**src/rtl/niosii_system_sysid_checker_timeout.sv**
```systemverilog
// Per-read watchdog: clearable up-counter that flags expiry once it has counted TIMEOUT_CYCLES cycles.
module sysid_chk_timeout #(
  parameter int unsigned TIMEOUT_CYCLES = 255,
  localparam int unsigned CNT_W = $clog2(TIMEOUT_CYCLES + 1)
) (
  input  logic clock,
  input  logic reset_n,
  input  logic clr_i,
  input  logic inc_i,
  output logic expired_o
);

  logic [CNT_W-1:0] cnt_q, cnt_d;

  assign expired_o = (cnt_q == CNT_W'(TIMEOUT_CYCLES));

  // Hold at the limit so the counter never wraps back into a "healthy" value.
  always_comb begin
    cnt_d = cnt_q;
    if (clr_i) begin
      cnt_d = '0;
    end else if (inc_i && !expired_o) begin
      cnt_d = cnt_q + 1'b1;
    end
  end

  always_ff @(posedge clock or negedge reset_n) begin
    if (!reset_n) begin
      cnt_q <= '0;
    end else begin
      cnt_q <= cnt_d;
    end
  end

endmodule

```
**config.mk**
```make
export PLATFORM = sky130hd
export DESIGN_NAME = sysid_chk_timeout
export DESIGN_NICKNAME = d
export VERILOG_FILES = /design/src/rtl/niosii_system_sysid_checker_timeout.sv
export SDC_FILE = /design/constraint.sdc
export NUM_CORES = 1
export LEC_CHECK = 0
export CAP_MARGIN = 20
export CORE_AREA = 2 2 39 41
export DETAILED_ROUTE_END_ITERATION = 8
export DIE_AREA = 0 0 41 43
export SYNTH_ARGS = -nofsm -noshare
export SYNTH_HDL_FRONTEND = slang
export SYNTH_SLANG_ARGS = --single-unit
```
**constraint.sdc**
```tcl
create_clock -name clock -period 1.7 [get_ports clock]
set_input_delay 0.255 -clock clock [delete_from_list [all_inputs] [get_ports clock]]
set_output_delay 0.255 -clock clock [all_outputs]
set_load 0.02 [all_outputs]
```
==> results by group <==
Run status
  – Status: completed

Setup path
  – Max incr delay on CP: 370 ps
  – Worst Setup Path Type: reg2out
  – Critical-path top delay cell: dfrtp_1
  – Crit path launch type: register
  – Crit-path max FO: 2
  – Data arrival, critical path: 1300 ps
  – Required @ worst endpoint: 1440 ps
  – Crit. End Element: output port
  – Worst-path cell chain: ha_1 > and4_4 > and2_2 > buf_2

Synthesis
  – Largest cells by area after synthesis: dfrtp_1 43%, a211oi_1 6.4%, a21oi_1 3.2%
  – Synth Instances: 47
  – Syn Nets: 52
  – Post-synthesis xor/xnor area fraction: 0%
  – Top cells by count, synth: 8 x dfrtp_1, 4 x a211oi_1, 3 x a21oi_1, 3 x nand2_1, 3 x nand3_1
  – Seq/Total Area, Yosys: 42.7%
  – Async S/R FF share, synth: 100%
  – Synth area leader: dfrtp_1
  – Post-Synth Simple-Gate Area: 27.5%
  – Distinct cells, synth: 25
  – Largest family of logic cells by synthesized area: simple AND/OR/NAND/NOR gates
  – Mapped cell area: 469 um^2
  – FF+latch count, synth: 8
  – Post-synth EDFFs: 0
  – Mux cell area share after synthesis: 7.73%
  – Most used flip-flop cell after synthesis: dfrtp_1
  – Post-Synth Adder-Cell Area: 2.67%
  – Count leader, synth: dfrtp_1
  – Syn Area/Cell: 9.98 um^2
  – Compound-Gate Fraction of Synth Area: 17.9%
  – Ys Warns: 0
  – Share of Yosys cell area claimed by the top area cell type: 42.7%

Layout
  – Number of flip-flops in the largest register: 8
  – Layout cell share with drive strength beyond 1: 30.6%
  – Top Registers: cnt_q x8
  – Layout fillers: 137
  – Number of diodes: 0
  – FF+latch area: 200 um^2
  – Layout Nets: 69
  – Register with the most flip-flops: cnt_q
  – Multi-input logic area: 262 um^2
  – Synth-to-Final Area Change: 30.1%
  – Layout Utilization: 44.1%

Power
  – Maximum vdd drop: 0.000276 V
  – P_leak: 0.000271 uW
  – Pwr dens: 633 nW/um^2

STA
  – Max frequency: 641 MHz
  – Slew headroom: 74.4%
  – Setup TNS: 0 ps
  – Final Cycle Share: 91.7%
  – Unrepaired setup endpoints after global routing: no
  – # setup viols final: 0
  – Max Slew Vio Count: 0
  – Hold Violations, Final: 0
  – Worst slew pin tran: 383 ps
  – Fin crit period: 1560 ps
  – Clock Skew: 2.22 ps

Detailed routing
  – Drt first pass iters: 4
  – Total number of vias: 426
  – Routed wire per std cell: 12.5 um
  – DRC viols: 0
  – Post-DR vias/cell: 5.46
  – Routed wire length: 975 um
  – DRT antenna net count: 0
  – Detailed Route Iter0 Violations: 12

Floorplanning
  – Die height: 43 um
  – Die width: 41 um
  – I/O pin total: 5
  – Core Box Area: 1380 um^2
  – Initial Util: 33.9%
  – Core Rows: 14
  – Die area: 1760 um^2

Placed design
  – Post-DP HPWL: 765 um
  – Buffers on Ports: 4
  – RD Place Congestion: 0.797

Clock tree
  – Clk Latency, worst-skew pair: 250 ps
  – CTS H-Tree Depth: 1
  – CTS buffer count: 3
  – Clock Sinks: 8
  – Deepest clock path buffer count: 2
  – Root Driver: clkbuf_4
  – Worst-path clk slew: 60 ps
  – CTS tree: yes

GRT
  – Grt ovf: 0
  – Largest net degree at the start of global routing: 12
  – Initial antenna violation count: 0
  – Global-route wire length before repair: 1820 um
  – Global-route usage over all layers: 15.4%
  – Vias in the first global route: 444

Min path
  – Min-delay worst type: in2async

Job
  – Max-Cap Viols: 0
==> critical path: cells and delay by family (launching register included) <==
family,cells,cell delay (ps)
adder cells (fa/ha/maj),1,210
AND/OR/NAND/NOR,2,320
flip-flops,1,370
buffers and inverters,1,150
==> report_power, final <==
part	switching [uW]	internal, uW
Combinational	20.1	23.2
Clock	65.3	80.9
Sequential	2.16	195
==> layout make-up <==
| class | count | area share (%) |
|---|---|---|
| well taps | 16 | 3.28 |
| repair buffers | 13 | 16.8 |
| flip-flops and latches | 8 | 32.8 |
| clock buffers | 3 | 3.69 |
| inverters | 1 | 0.615 |
| multi-input cells | 37 | 42.8 |
==> metal layers <==
layer	GRT usage [%]	wire length, um	vias up
met5	0	0	-
li1	-	-	214
met1	18.7	449	200
met2	21.6	466	8
met3	3.14	30	4
met4	13.3	29	0
==> layout by cell type, fill, tap and decap left out, types with 2 or more instances in the layout <==
cell type,Yosys,routed
nand2_1,3,3
clkdlybuf4s50_1,0,3
nand2b_1,2,2
a211oi_1,4,4
clkbuf_4,0,3
a21oi_1,3,3
nand3_1,3,3
dfrtp_1,8,8
o21bai_1,2,2
nor3_1,2,2
buf_4,0,9
a31oi_1,2,2
nand4_1,2,2
nor2b_1,2,2
==> metrics by stage <==
step	total power (uW)	std cells	hold slack, ps	setup WS (ps)	instance area (um^2)
global placement	244	75	562	33.5	593
finish	387	78	291	140	611
global route	407	78	314	88.3	611
CTS	395	78	293	32.8	617
floorplan	221	47	-40.6	276	469
detailed placement	244	75	564	23.9	593
==> final timing paths <==
path / slack [ps] / depth (start not counted) / startpoint / end
max reg2reg: 180 / 5 / cnt_q[0] / cnt_q[0]
min: 290 / 1 / reset_n / cnt_q[4]
max: 140 / 4 / cnt_q[0] / expired_o
min in group clock: 570 / 2 / cnt_q[3] / cnt_q[3]
min reg2reg: 570 / 2 / cnt_q[3] / cnt_q[3]
max in group asynchronous: 1140 / 1 / reset_n / cnt_q[2]
==> logic make-up (layout without fill, tap and decap cells) <==
group,after synthesis,count (layout)
and+or+nand+nor,21,21
AOI/OAI and AO/OA,12,12
DFF,8,8
muxes,3,3
buffers and inverters,2,17
adders and majority gates,1,1
==> what timing repair did <==
| item | in CTS | in global routing |
|---|---|---|
| setup buffers | 0 | 0 |
| setup endpoints to repair | 1 | 1 |
| resized for setup | 3 | 1 |
| hold buffers | 0 | 0 |
(Power assumes the default switching activity.)
